**src/rtl/wb_reg_seq_pkg.sv**
```systemverilog
// Shared definitions for the write-back sequencer: address selects, control bit
// positions and FSM state encoding.
package wb_pkg;

  localparam int unsigned CNT_WIDTH   = 5;
  localparam int unsigned CNT_W       = 0;
  localparam int unsigned CNT_DSEL    = 1;
  localparam int unsigned CNT_ASEL_LO = 2;
  localparam int unsigned CNT_ASEL_HI = 4;

  localparam logic [2:0] WA_RD    = 3'b000;
  localparam logic [2:0] WA_MULRD = 3'b001;
  localparam logic [2:0] WA_LIST  = 3'b010;
  localparam logic [2:0] WA_BASE  = 3'b011;
  localparam logic [2:0] WA_LR    = 3'b101;
  localparam logic [2:0] WA_LISTB = 3'b110;

  typedef enum logic [1:0] {
    IDLE = 2'd0,
    LIST = 2'd1,
    BASE = 2'd2
  } wb_state_e;

  function automatic logic is_list_sel(input logic [2:0] asel);
    return (asel == WA_LIST) || (asel == WA_LISTB);
  endfunction

endpackage

```
**src/rtl/wb_reg_seq_if.sv**
```systemverilog
// Write-back control/data bundle between upstream pipeline and the sequencer.
interface wb_reg_seq_if #(
  parameter int unsigned DATA_W = 32
);
  logic              WB_VALID;
  logic [4:0]        WB_CNT;
  logic [31:0]       OPCODE;
  logic [DATA_W-1:0] ALU_RES;
  logic [DATA_W-1:0] MEM_DATA;
  logic              MEM_RDY;
  logic [DATA_W-1:0] PC_PLUS4;
  logic              REG_W;
  logic [3:0]        REG_WADD;
  logic [DATA_W-1:0] REG_WDAT;
  logic              BUSY;
  logic              DONE;
  logic              PC_FLUSH;

  modport master (
    output WB_VALID, WB_CNT, OPCODE, ALU_RES, MEM_DATA, MEM_RDY, PC_PLUS4,
    input  REG_W, REG_WADD, REG_WDAT, BUSY, DONE, PC_FLUSH
  );

  modport slave (
    input  WB_VALID, WB_CNT, OPCODE, ALU_RES, MEM_DATA, MEM_RDY, PC_PLUS4,
    output REG_W, REG_WADD, REG_WDAT, BUSY, DONE, PC_FLUSH
  );
endinterface

```
**src/rtl/wb_reg_seq_prio_enc16.sv**
```systemverilog
// Lowest-set-bit priority encoder for the load-multiple register mask.
module wb_prio_enc16 (
  input  logic [15:0] mask_i,
  output logic [3:0]  idx_o,
  output logic        any_o
);

  // Descending scan so the lowest set bit is the last assignment.
  always_comb begin
    idx_o = 4'd0;
    for (int i = 15; i >= 0; i--) begin
      if (mask_i[i]) idx_o = 4'(i);
    end
  end

  assign any_o = |mask_i;

endmodule

```
**src/rtl/wb_reg_seq.sv**
```systemverilog
// Write-back sequencer: single register writes and LDM list walking.
// Optional macro WB_PC_FLUSH_EN enables PC_FLUSH on writes to r15.
module wb_reg_seq
  import wb_pkg::*;
#(
  parameter int unsigned DATA_W = 32,
  parameter int unsigned LR_IDX = 14
) (
  input  logic        CLK,
  input  logic        RST,
  wb_reg_seq_if.slave bus
);

  wb_state_e         state_q, state_d;
  logic [15:0]       mask_q, mask_d;
  logic [3:0]        rn_q, rn_d;
  logic              list_wb_q, list_wb_d;
  logic              reg_w_q, reg_w_d;
  logic [3:0]        reg_wadd_q, reg_wadd_d;
  logic [DATA_W-1:0] reg_wdat_q, reg_wdat_d;
  logic              busy_q, busy_d;
  logic              done_q, done_d;

  logic [2:0]        asel;
  logic              wen, dsel, sel_list, sel_rsvd, need_mem, list_empty;
  logic [3:0]        single_wadd;
  logic [DATA_W-1:0] single_wdat;
  logic [3:0]        pe_idx;
  logic              pe_any, last_beat;
  logic [15:0]       mask_clr;
  logic              unused_opc;

  assign asel       = bus.WB_CNT[CNT_ASEL_HI:CNT_ASEL_LO];
  assign wen        = bus.WB_CNT[CNT_W];
  assign dsel       = bus.WB_CNT[CNT_DSEL];
  assign sel_list   = is_list_sel(asel);
  assign sel_rsvd   = !(sel_list || asel == WA_RD || asel == WA_MULRD ||
                        asel == WA_BASE || asel == WA_LR);
  assign need_mem   = dsel && (asel == WA_RD || asel == WA_MULRD);
  assign list_empty = (bus.OPCODE[15:0] == 16'd0);
  assign unused_opc = ^bus.OPCODE[31:20];

  wb_prio_enc16 u_prio (
    .mask_i (mask_q),
    .idx_o  (pe_idx),
    .any_o  (pe_any)
  );

  assign mask_clr  = mask_q & ~(16'd1 << pe_idx);
  assign last_beat = (mask_clr == 16'd0);

  // Index/data for non-list writes, including the forced-data selects.
  always_comb begin
    single_wadd = 4'd0;
    single_wdat = dsel ? bus.MEM_DATA : bus.ALU_RES;
    case (asel)
      WA_RD:    single_wadd = bus.OPCODE[15:12];
      WA_MULRD: single_wadd = bus.OPCODE[19:16];
      WA_BASE: begin
        single_wadd = bus.OPCODE[19:16];
        single_wdat = bus.ALU_RES;
      end
      WA_LR: begin
        single_wadd = 4'(LR_IDX);
        single_wdat = bus.PC_PLUS4;
      end
      default: single_wadd = 4'd0;
    endcase
  end

  always_ff @(posedge CLK or posedge RST) begin
    if (RST) begin
      state_q <= IDLE;
    end else begin
      state_q <= state_d;
    end
  end

  always_comb begin
    state_d = state_q;
    case (state_q)
      IDLE: begin
        if (bus.WB_VALID && sel_list && wen) begin
          if (!list_empty)            state_d = LIST;
          else if (asel == WA_LISTB)  state_d = BASE;
          else                        state_d = IDLE;
        end
      end
      LIST: begin
        if (!pe_any || (bus.MEM_RDY && last_beat)) begin
          state_d = list_wb_q ? BASE : IDLE;
        end
      end
      BASE:    state_d = IDLE;
      default: state_d = IDLE;
    endcase
  end

  always_comb begin
    reg_w_d    = 1'b0;
    reg_wadd_d = 4'd0;
    reg_wdat_d = '0;
    busy_d     = 1'b0;
    done_d     = 1'b0;
    mask_d     = mask_q;
    rn_d       = rn_q;
    list_wb_d  = list_wb_q;
    case (state_q)
      IDLE: begin
        if (bus.WB_VALID) begin
          if (sel_list && wen) begin
            mask_d    = bus.OPCODE[15:0];
            rn_d      = bus.OPCODE[19:16];
            list_wb_d = (asel == WA_LISTB);
            if (list_empty && asel == WA_LIST) done_d = 1'b1;
            else                               busy_d = 1'b1;
          end else if (!wen || sel_rsvd || sel_list) begin
            done_d = 1'b1;
          end else if (need_mem && !bus.MEM_RDY) begin
            busy_d = 1'b1;
          end else begin
            reg_w_d    = 1'b1;
            reg_wadd_d = single_wadd;
            reg_wdat_d = single_wdat;
            done_d     = 1'b1;
          end
        end
      end
      LIST: begin
        busy_d = 1'b1;
        if (bus.MEM_RDY && pe_any) begin
          reg_w_d    = 1'b1;
          reg_wadd_d = pe_idx;
          reg_wdat_d = bus.MEM_DATA;
          mask_d     = mask_clr;
          if (last_beat && !list_wb_q) begin
            busy_d = 1'b0;
            done_d = 1'b1;
          end
        end else if (!pe_any && !list_wb_q) begin
          busy_d = 1'b0;
          done_d = 1'b1;
        end
      end
      BASE: begin
        reg_w_d    = 1'b1;
        reg_wadd_d = rn_q;
        reg_wdat_d = bus.ALU_RES;
        done_d     = 1'b1;
      end
      default: ;
    endcase
  end

  always_ff @(posedge CLK or posedge RST) begin
    if (RST) begin
      mask_q     <= 16'd0;
      rn_q       <= 4'd0;
      list_wb_q  <= 1'b0;
      reg_w_q    <= 1'b0;
      reg_wadd_q <= 4'd0;
      reg_wdat_q <= '0;
      busy_q     <= 1'b0;
      done_q     <= 1'b0;
    end else begin
      mask_q     <= mask_d;
      rn_q       <= rn_d;
      list_wb_q  <= list_wb_d;
      reg_w_q    <= reg_w_d;
      reg_wadd_q <= reg_wadd_d;
      reg_wdat_q <= reg_wdat_d;
      busy_q     <= busy_d;
      done_q     <= done_d;
    end
  end

`ifdef WB_PC_FLUSH_EN
  logic pc_flush_q;
  always_ff @(posedge CLK or posedge RST) begin
    if (RST) pc_flush_q <= 1'b0;
    else     pc_flush_q <= reg_w_d && (reg_wadd_d == 4'd15);
  end
  assign bus.PC_FLUSH = pc_flush_q;
`else
  assign bus.PC_FLUSH = 1'b0;
`endif

  assign bus.REG_W    = reg_w_q;
  assign bus.REG_WADD = reg_wadd_q;
  assign bus.REG_WDAT = reg_wdat_q;
  assign bus.BUSY     = busy_q;
  assign bus.DONE     = done_q;

endmodule

```
**src/flat_wrapper.sv**
```systemverilog
// flat-port wrapper written by rule: the top's interface ports become plain ports
module wb_reg_seq_flat import wb_pkg::*;
#(
  parameter int unsigned DATA_W = 32,
  parameter int unsigned LR_IDX = 14
)
  (CLK, RST, bus_WB_VALID, bus_WB_CNT, bus_OPCODE, bus_ALU_RES, bus_MEM_DATA, bus_MEM_RDY, bus_PC_PLUS4, bus_REG_W, bus_REG_WADD, bus_REG_WDAT, bus_BUSY, bus_DONE, bus_PC_FLUSH);
  wb_reg_seq_if #(.DATA_W(DATA_W)) bus_i ();
  input  logic CLK;
  input  logic RST;
  input wire logic [$bits(bus_i.WB_VALID)-1:0] bus_WB_VALID;
  input wire logic [$bits(bus_i.WB_CNT)-1:0] bus_WB_CNT;
  input wire logic [$bits(bus_i.OPCODE)-1:0] bus_OPCODE;
  input wire logic [$bits(bus_i.ALU_RES)-1:0] bus_ALU_RES;
  input wire logic [$bits(bus_i.MEM_DATA)-1:0] bus_MEM_DATA;
  input wire logic [$bits(bus_i.MEM_RDY)-1:0] bus_MEM_RDY;
  input wire logic [$bits(bus_i.PC_PLUS4)-1:0] bus_PC_PLUS4;
  output wire logic [$bits(bus_i.REG_W)-1:0] bus_REG_W;
  output wire logic [$bits(bus_i.REG_WADD)-1:0] bus_REG_WADD;
  output wire logic [$bits(bus_i.REG_WDAT)-1:0] bus_REG_WDAT;
  output wire logic [$bits(bus_i.BUSY)-1:0] bus_BUSY;
  output wire logic [$bits(bus_i.DONE)-1:0] bus_DONE;
  output wire logic [$bits(bus_i.PC_FLUSH)-1:0] bus_PC_FLUSH;
  assign bus_i.WB_VALID = bus_WB_VALID;
  assign bus_i.WB_CNT = bus_WB_CNT;
  assign bus_i.OPCODE = bus_OPCODE;
  assign bus_i.ALU_RES = bus_ALU_RES;
  assign bus_i.MEM_DATA = bus_MEM_DATA;
  assign bus_i.MEM_RDY = bus_MEM_RDY;
  assign bus_i.PC_PLUS4 = bus_PC_PLUS4;
  assign bus_REG_W = bus_i.REG_W;
  assign bus_REG_WADD = bus_i.REG_WADD;
  assign bus_REG_WDAT = bus_i.REG_WDAT;
  assign bus_BUSY = bus_i.BUSY;
  assign bus_DONE = bus_i.DONE;
  assign bus_PC_FLUSH = bus_i.PC_FLUSH;
  wb_reg_seq #(.DATA_W(DATA_W), .LR_IDX(LR_IDX)) u_core (.CLK(CLK), .RST(RST), .bus(bus_i));
endmodule
```
**config.mk**
```make
export PLATFORM = sky130hd
export DESIGN_NAME = wb_reg_seq_flat
export DESIGN_NICKNAME = d
export VERILOG_FILES = /design/src/rtl/wb_reg_seq_pkg.sv /design/src/rtl/wb_reg_seq_if.sv /design/src/rtl/wb_reg_seq_prio_enc16.sv /design/src/rtl/wb_reg_seq.sv /design/src/flat_wrapper.sv
export SDC_FILE = /design/constraint.sdc
export NUM_CORES = 1
export LEC_CHECK = 0
export CAP_MARGIN = 20
export CORE_ASPECT_RATIO = 1.2
export CORE_MARGIN = 1.5
export CORE_UTILIZATION = 25
export DETAILED_ROUTE_END_ITERATION = 6
export GPL_TIMING_DRIVEN = 0
export SYNTH_ARGS = -nofsm -noshare
export SYNTH_HDL_FRONTEND = slang
export SYNTH_SLANG_ARGS = --single-unit
```
**constraint.sdc**
```tcl
create_clock -name CLK -period 2.95 [get_ports CLK]
set_clock_uncertainty 0.15 [all_clocks]
set_input_delay 0.295 -clock CLK [delete_from_list [all_inputs] [get_ports CLK]]
set_output_delay 0.295 -clock CLK [all_outputs]
set_load 0.03 [all_outputs]
```
## After elaboration in Yosys (flattened, before gate mapping)

Cells that the tools add are included.

| word-level totals | value |
|---|---|
| register bits after elaboration | 62 |
| input bits | 137 |
| logic and storage cells | 122 |

| operators by class | value |
|---|---|
| equal/unequal tests | 12 |
| shift-type cells | 1 |
| muxes and demuxes | 64 |
| bitwise operators | 2 |
| reduce and logical (&&, ||, !) cells | 34 |

Operator list:

| kind | count |
|---|---|
| 2-to-1 mux 32 bit | 6 |
| one-hot mux 32 bit (3 select lines) | 1 |
| 2-to-1 mux 4 bit | 21 |
| one-hot mux 32 bit (2 select lines) | 1 |
| 2-to-1 mux 16 bit | 3 |
| logical NOT 16 bit | 2 |
| one-hot mux 16 bit (2 select lines) | 1 |
| one-hot mux 4 bit (3 select lines) | 2 |
| 2-to-1 mux 1 bit | 20 |
| bitwise AND 16 bit | 1 |
| NOT 16 bit | 1 |
| OR reduction 16 bit | 1 |
| << shifter 1 x 4 -> 16 bit (first input constant) | 1 |
| logical AND 1 bit | 10 |
| 2-to-1 mux 2 bit | 5 |
| logical OR 1 bit | 9 |
| inequality test 2 x 1 -> 1 bit (second input constant) | 4 |
| equality test 3 x 2 -> 1 bit (second input constant) | 2 |
| equality test 3 bit (second input constant) | 2 |
| one-hot mux 1 bit (3 select lines) | 2 |
| logical NOT 1 bit | 5 |
| one-hot mux 2 bit (2 select lines) | 1 |
| AND reduction 4 bit | 1 |
| equality test 3 x 1 -> 1 bit (second input constant) | 1 |
| 10 further kinds | 10 |

## Logic depth before layout (Yosys ltp)

Gate-level depths: netlist (run 1).

| depth | value |
|---|---|
| word-level depth | 24 |
| depth in mapped cells | 9 |
| gate-level depth less buffers | 7 |

## By module

A second synthesis (run 1) with hierarchy kept.

| second synthesis, totals | value |
|---|---|
| cells, all modules | 398 |
| area, all modules | 3764.9 sq um |

Modules (own cells, without submodules):

| module | times used | cells each | area each (sq um) | sequential area each (sq um) |
|---|---|---|---|---|
| wb_reg_seq | 1 | 364 | 3588.4 | 1551.5 |
| wb_prio_enc16 | 1 | 34 | 176.4 | 0.0 |

## Least setup slack after synthesis (run 1)

OpenSTA, ideal clock, no wires.

| timing path | value |
|---|---|
| path type | flip-flop to flip-flop |
| from | register u_core.mask_q[11] |
| to | register u_core.state_q[1] |
| data arrival time | 2380 ps |
| setup slack | 338 ps |
| stages on the path, launching flop included | 9 |
| buffers on the path | 1 |
| clock period less this slack | 2612 ps |
| cells stage by stage | dfrtp_1 -> buf_4 -> or4_1 -> nor2_1 -> nand2_2 -> a211oi_1 -> o221ai_1 -> or4_1 -> a31oi_1 |

| between the ends | value |
|---|---|
| cells in the longest elaborated chain, start to end | 20 |

Ends and longest elaborated chain:

| item | RTL line | source |
|---|---|---|
| start, declared | wb_reg_seq.sv:15 | `logic [15:0] mask_q, mask_d;` |
| start signal, assigned | wb_reg_seq.sv:166 | `mask_q <= mask_d;` |
| 2-to-1 mux 4 bit (12 in series) | wb_reg_seq_prio_enc16.sv:12 | `if (mask_i[i]) idx_o = 4'(i);` |
| << shifter 1 x 4 -> 16 bit | wb_reg_seq.sv:49 | `assign mask_clr = mask_q & ~(16'd1 << pe_idx);` |
| NOT 16 bit | wb_reg_seq.sv:49 |  |
| bitwise AND 16 bit | wb_reg_seq.sv:49 |  |
| logical NOT 16 bit | wb_reg_seq.sv:50 | `assign last_beat = (mask_clr == 16'd0);` |
| logical AND 1 bit | wb_reg_seq.sv:90 | `if (!pe_any \|\| (bus.MEM_RDY && last_beat)) begin` |
| logical OR 1 bit * | wb_reg_seq.sv:90 |  |
| inequality test 2 x 1 -> 1 bit (no line) * | n/a |  |
| AND reduction 2 bit (no line) * | n/a |  |
| end signal, assigned | wb_reg_seq.sv:75 | `state_q <= state_d;` |
| end, declared | wb_reg_seq.sv:14 | `wb_state_e state_q, state_d;` |

Mark *: on every way between the ends. The rest lies on a longest branch, timed or not.
A chain may end at the register's enable or synchronous reset.

## Worst setup path in the final report (run 1)

| timing path | value |
|---|---|
| from | register u_core.mask_q[14] |
| to | register u_core.state_q[1] |

| between the ends | value |
|---|---|
| cells in the longest elaborated chain, start to end | 23 |

Ends and longest elaborated chain:

| item | RTL line |
|---|---|
| 2-to-1 mux 4 bit (15 in series) | wb_reg_seq_prio_enc16.sv:12 |
| << shifter 1 x 4 -> 16 bit | wb_reg_seq.sv:49 |
| NOT 16 bit | wb_reg_seq.sv:49 |
| bitwise AND 16 bit | wb_reg_seq.sv:49 |
| logical NOT 16 bit | wb_reg_seq.sv:50 |
| logical AND 1 bit | wb_reg_seq.sv:90 |
| logical OR 1 bit * | wb_reg_seq.sv:90 |
| inequality test 2 x 1 -> 1 bit (no line) * | n/a |
| AND reduction 2 bit (no line) * | n/a |

Marks and branches as above.

==> flow_summary.toml, run 1 <==
[worst_setup_path]
path_cells = "nand2b_1 -> a221o_1 -> a211o_1 -> a211o_1 -> o31a_1 -> or4_4 -> a31oi_1"
crit_end = "u_core.state_q[1]"
reg2reg_from = "u_core.mask_q[14]"
timing.rr.end = "u_core.state_q[1]"
cp_num_buf_inv = 0
r2r_setup_slack_ns = 0.03
required_ns = 3.06
max_stage_delay_ns = 0.54
startpoint = "u_core.mask_q[14]"
crit_path_start_kind = "register"
worstPathMaxFanout = 6
reg2regPathDepth = 7
cp.depth = 7
setup.worst_path.class = "register to register"
crit_path_end_kind = "register"
crit_path_top_delay_cell = "or4_4"
cp_common_cell = "a211o_1"
critPathTopFamily = "compound AO/OA/AOI/OAI gates"
cp.arrival_ns = 3.02

[global_routing]
grt_pass1_vias = 4345
antenna_found_initial = 0
grt_use_total = 0.190
overflow = 0
grt_pass1_wl_mm = 23.2
grt_max_degree = 37

[clock_network]
cts_made_buffers = 9
clk_pin_slew_worst_paths_ns = 0.06
root_buffer = "clkbuf_16"
cts_max_level = 3
clkLatencyLatePin_ns = 0.33
clkSinkCount = 62
cts_buffer_depth = 2
ctsHoldBuffers = 0
tritoncts = "built"

[cells_and_area]
ff_latch_area_um2 = 1550
multi_input_area_um2 = 2110
diodes = 0
fillers = 1520
layout_commonest_cell = "clkdlybuf4s50_1"
final_cell_area_um2 = 6140
areaGrowthSynthToFinish_pct = 62.4
final_cell_mix = "clkdlybuf4s50_1 (161), nand2_1 (60), dfrtp_1 (60), a21oi_1 (53), a22oi_1 (34)"
fin_nets = 756
post-route-util = 0.412
drive_gt1_frac = 0.101

[synthesis]
yosysUniqueCellTypes = 55
seq_area_frac_synth = 0.410
syn_area_um2 = 3780
synth-async-reset-ratio = 1.00
ys_warn_count = 0
syn_nets = 575
synth_edf_count = 0
synthFlopType = "dfrtp_1"
synth.avg_cell_area_um2 = 8.63
synth_cells = 438
synth_seq_cells = 62

[run_status]
status = "finished, final reports clean"

[timing]
slew_viol_final = 0
fin_tns_setup_ns = 0
layout_min_cycle_time_ns = 2.92
rsz0062_at_grt = "true"
finalSetupViolCount = 0
fmax_mhz = 343
hold_viol_final = 0
hold_ws_ns = 0.288
fin_crit_sh = 0.988
relSlewSlack = 0.456
worst_pin_slew_ns = 0.814

[place]
placed_area_um2 = 5670
io_buffers = 161
gp_congestion = 0.880
dp.final_hpwl_mm = 11.7

[worst_hold_path]
min_path_type = "input pin to async pin"

[power_and_ir_drop]
vdd_drop_max_uv = 547
pwr-share-clk = 0.190
p_sw_mw = 2.58
p_comb_frac = 0.565
seqPwrFrac = 0.245
finalPower_mw = 5.84
switching_share = 0.442
leakagePower_nw = 2.43
powerDensity_nw_per_um2 = 951
intPower_mw = 3.26

[floorplan]
die_w_um = 115
ioPinCount = 177
rows = 49
start_util = 0.254
die_height_um = 138
core_um2 = 14900
die_area_um2 = 15900

[route]
num_vias = 4383
wl_per_cell_um = 18.8
viasPerCell = 5.30
dr.pass1.iters = 5
first_iter_violations = 293
ant_nets = 0
drcViolationCount = 0
wirelength_mm = 15.6

[job]
cap_violations = 0
==> cells by family after synthesis <==
kind of cell | after synthesis | share of synthesized area
multiplexers | 4 | 0.0119
flip-flops | 62 | 0.410
AND/OR/NAND/NOR | 130 | 0.158
buffers and inverters | 47 | 0.0549
AO/OA/AOI/OAI | 193 | 0.361
XOR/XNOR | 1 | 0.00232
other | 1 | 0.000992
==> layout make-up <==
| cell class | instances | area share |
|---|---|---|
| Tap cell | 204 | 0.0416 |
| Sequential cell | 62 | 0.253 |
| Inverter | 10 | 0.00611 |
| Clock inverter | 3 | 0.00693 |
| Buffer | 35 | 0.0275 |
| Timing Repair Buffer | 172 | 0.278 |
| Clock buffer | 12 | 0.0434 |
| Multi-Input combinational cell | 329 | 0.344 |
==> worst reg2reg max path, delay by kind of cell (launching register included) <==
kind	cells	cell delay, ns
AO/OA/AOI/OAI	5	1.54
AND/OR/NAND/NOR	2	0.70
flip-flops	1	0.45
==> state kept, by name, summed over array words and instances, names as in the netlist <==
name,count
u_core.bus.BUSY,1
u_core.bus.DONE,1
u_core.bus.REG_W,1
u_core.bus.REG_WADD,4
u_core.bus.REG_WDAT,32
u_core.list_wb_q,1
u_core.mask_q,16
u_core.rn_q,4
u_core.state_q,2
==> metal layers <==
layer,track usage,share of wire,vias up
met1,0.230,0.42,2110
met2,0.331,0.49,206
met4,0.0631,0.022,0
met3,0.0414,0.074,23
li1,-,-,2044
met5,0,0,-
==> cells in the mapped netlist (2+ instances only) <==
| cell type | number | share of area |
|---|---|---|
| and3_1 | 3 | 0.0050 |
| buf_6 | 3 | 0.0089 |
| nor2b_1 | 5 | 0.0083 |
| nand2b_1 | 3 | 0.0050 |
| nor2_1 | 28 | 0.028 |
| a211oi_1 | 3 | 0.0060 |
| clkbuf_1 | 29 | 0.029 |
| o21a_1 | 2 | 0.0040 |
| nor3_1 | 7 | 0.0093 |
| buf_1 | 2 | 0.0020 |
| o31ai_1 | 3 | 0.0060 |
| a211o_1 | 2 | 0.0046 |
| nand2_1 | 60 | 0.060 |
| a31oi_1 | 4 | 0.0066 |
| a22o_1 | 11 | 0.025 |
| o2111ai_1 | 2 | 0.0046 |
| o21bai_1 | 2 | 0.0040 |
| a311oi_1 | 2 | 0.0046 |
| nand3_1 | 2 | 0.0026 |
| a21oi_1 | 54 | 0.071 |
| a221oi_1 | 7 | 0.016 |
| or4_1 | 3 | 0.0060 |
| a22oi_1 | 34 | 0.068 |
| o31a_1 | 3 | 0.0070 |
| mux2_2 | 4 | 0.012 |
| o21ai_0 | 21 | 0.028 |
| o211ai_1 | 5 | 0.0099 |
| nor4_1 | 10 | 0.017 |
| inv_1 | 9 | 0.0089 |
| a221o_1 | 28 | 0.074 |
| buf_4 | 2 | 0.0040 |
| dfrtp_1 | 62 | 0.41 |
==> power by group through the flow <==
stage	logic, mW	registers, mW	clock network [mW]
global route	3.54	1.46	1.18
finish	3.30	1.43	1.11
detailed placement	2.94	1.40	0
floorplan	1.55	1.65	0
global placement	2.93	1.40	0
CTS	3.02	1.39	1.13
==> what timing repair did <==
item / CTS / global route
setup buffers: 0 / 9
gates cloned: 0 / 0
endpoints found under the setup margin: 35 / 36
gates resized for setup: 12 / 13
pin swaps: 0 / 6
==> worst min-delay path by stage <==
| stage | startpoint | end | slack, ns | cells after the start |
|---|---|---|---|---|
| after floorplan | bus_OPCODE[10] | u_core.mask_q[10] | 0.25 | 2 |
| after global placement | u_core.rn_q[1] | u_core.bus.REG_WADD[1] | 0.34 | 1 |
| after detailed placement | u_core.rn_q[2] | u_core.bus.REG_WADD[2] | 0.34 | 2 |
| after CTS | bus_WB_CNT[4] | u_core.list_wb_q | 0.32 | 3 |
| after global routing | RST | u_core.bus.REG_WDAT[14] | 0.36 | 2 |
| final | RST | u_core.bus.REG_WDAT[14] | 0.29 | 2 |
==> metrics by stage <==
stage,instances,setup WS (ns)
after global routing,827,-0.0262
after floorplan,438,0.338
after CTS,820,-0.00874
after detailed placement,805,-0.328
final,827,0.0344
after global placement,803,-0.363
Power figures use the tool's default switching activity.
==> run 2, diff against run 1 <==
--- a/config.mk
+++ b/config.mk
@@ -8,9 +8,11 @@
 export CAP_MARGIN = 20
 export CORE_ASPECT_RATIO = 1.2
 export CORE_MARGIN = 1.5
-export CORE_UTILIZATION = 25
+export CORE_UTILIZATION = 40
 export DETAILED_ROUTE_END_ITERATION = 6
 export GPL_TIMING_DRIVEN = 0
+export PLACE_DENSITY = 0.78
+export SKIP_CTS_REPAIR_TIMING = 1
 export SYNTH_ARGS = -nofsm -noshare
 export SYNTH_HDL_FRONTEND = slang
 export SYNTH_SLANG_ARGS = --single-unit
==> flow_summary.toml, run 2 (synthesized netlist as in run 1, its figures left out) <==
[route]
ant_nets = 0
drcViolationCount = 1
viasPerCell = 6.02
num_vias = 4433
first_iter_violations = 415
dr.pass1.iters = 7
wl_per_cell_um = 19.2
wirelength_mm = 14.1

[job]
cap_violations = 0

[cells_and_area]
fin_cells = 736
drive_gt1_frac = 0.0893
fin_nets = 750
areaGrowthSynthToFinish_pct = 54.9
final_cell_mix = "clkdlybuf4s50_1 (161), dfrtp_1 (61), nand2_1 (60), a21oi_1 (54), a22oi_1 (34)"
largest_reg_flops = 32
diodes = 0
layout_commonest_cell = "clkdlybuf4s50_1"

[timing]
slew_viol_final = 0
relSlewSlack = 0.364
fmax_mhz = 345
layout_min_cycle_time_ns = 2.90
fin_crit_sh = 0.983
finalSetupViolCount = 0
hold_ws_ns = 0.162
fin_tns_setup_ns = 0
worst_pin_slew_ns = 0.949
rsz0062_at_grt = "true"
hold_viol_final = 0

[worst_setup_path]
cp_num_buf_inv = 1
setup.worst_path.class = "register to register"
critPathTopFamily = "compound AO/OA/AOI/OAI gates"
cp.arrival_ns = 3.01
max_stage_delay_ns = 0.55
cp_common_cell = "a211o_1"
required_ns = 3.06
crit_path_top_delay_cell = "or4_1"
crit_path_start_kind = "register"
crit_path_end_kind = "register"
path_cells = "clkbuf_2 -> a221o_1 -> a211o_1 -> a211o_1 -> o31a_1 -> or4_1 -> a31oi_1"
worstPathMaxFanout = 9

[floorplan]
die_w_um = 91.7
start_util = 0.414
die_height_um = 109
core_um2 = 9130
rows = 38
ioPinCount = 177
die_area_um2 = 10000

[place]
gp_congestion = 0.976
dp.final_hpwl_mm = 10.8
place_inst = 721
io_buffers = 161

[power_and_ir_drop]
p_comb_frac = 0.605
intPower_mw = 2.81
switching_share = 0.467
leakagePower_nw = 2.34
pwr-share-clk = 0.129
p_sw_mw = 2.47
vdd_drop_max_uv = 309
powerDensity_nw_per_um2 = 902
seqPwrFrac = 0.266

[clock_network]
clkLatencyLatePin_ns = 0.34
clkSinkCount = 62
cts_buffer_depth = 2
clk_pin_slew_worst_paths_ns = 0.07
cts_max_level = 3
cts_made_buffers = 9
root_buffer = "clkbuf_8"
tritoncts = "built"

[global_routing]
grt_max_degree = 42
antenna_found_initial = 0
grt_use_total = 0.276
overflow = 0
grt_pass1_wl_mm = 21.2
grt_pass1_vias = 4347

[run_status]
failed_checks = "DRC"
status = "finished, violations left"

[worst_hold_path]
min_path_type = "input pin to async pin"
## run 2: cell count changes in the layout (fill, tap and decap cells not counted), sizes merged
cell / delta
clkinvlp: -1
buf: -9
clkbuf: +4
bufinv: -1
## run 2: path summary, 6_finish.rpt
check / start / endpoint / slack, ns / cells past startpoint
setup / recovery: u_core.mask_q[6] / u_core.state_q[1] / 0.05 / 7
hold / removal: RST / u_core.bus.REG_WADD[1] / 0.16 / 2
setup reg to reg: u_core.mask_q[6] / u_core.state_q[1] / 0.05 / 7
hold reg to reg: u_core.rn_q[1] / u_core.bus.REG_WADD[1] / 0.36 / 1
max in group asynchronous: RST / u_core.mask_q[0] / 1.87 / 3
min in group CLK: bus_WB_CNT[4] / u_core.list_wb_q / 0.27 / 3
## run 2: worst reg2reg max path, delay by kind of cell (launching register included)
kind                   cells  cell delay, ns
buffers and inverters      1            0.18
DFF                        1            0.36
and+or+nand+nor            1            0.55
AOI/OAI and AO/OA          5            1.57
## run 2: power by group through the flow
stage	logic (mW)	clock network, mW	registers (mW)
final	3.19	0.683	1.40
after global routing	3.40	0.739	1.44
after CTS	2.94	0.700	1.38
after detailed placement	2.93	0	1.39
after global placement	2.90	0	1.39
after floorplan	1.55	0	1.65
## run 2: layer usage
metal | up-vias | routed length [µm] | global-route usage
li1 | 2027 | - | -
met1 | 2128 | 5240 | 0.295
met2 | 250 | 7270 | 0.510
met3 | 28 | 1380 | 0.0906
met4 | 0 | 257 | 0.101
met5 | - | 0 | 0
## run 2: final cells by class
type	count	area, µm²
tap	120	150
inverter	10	37.5
fill	830	3270
clock inverter	1	5.00
clock buffer	13	169
multi-input combinational	329	2120
sequential	62	1550
timing repair buffer	164	1640
buffer	37	178
## run 2: per-stage QoR
step                      cell area (µm²)  power (mW)   util  setup slack (ns)
after floorplan                      3780        3.21      -             0.338
after global placement               5540        4.29  0.607            -0.311
after detailed placement             5570        4.32  0.610            -0.284
after CTS                            5740        5.02  0.629            -0.295
after global routing                 5850        5.57  0.641           -0.0645
final                                5850        5.28  0.641            0.0494
==> run 3, diff against run 2 <==
--- a/config.mk
+++ b/config.mk
@@ -9,6 +9,7 @@
 export CORE_ASPECT_RATIO = 1.2
 export CORE_MARGIN = 1.5
 export CORE_UTILIZATION = 40
+export CTS_CLUSTER_SIZE = 20
 export DETAILED_ROUTE_END_ITERATION = 6
 export GPL_TIMING_DRIVEN = 0
 export PLACE_DENSITY = 0.78
==> results of run 3 <==
Same layout as run 2: the final DEF is identical, and so are final timing and power.
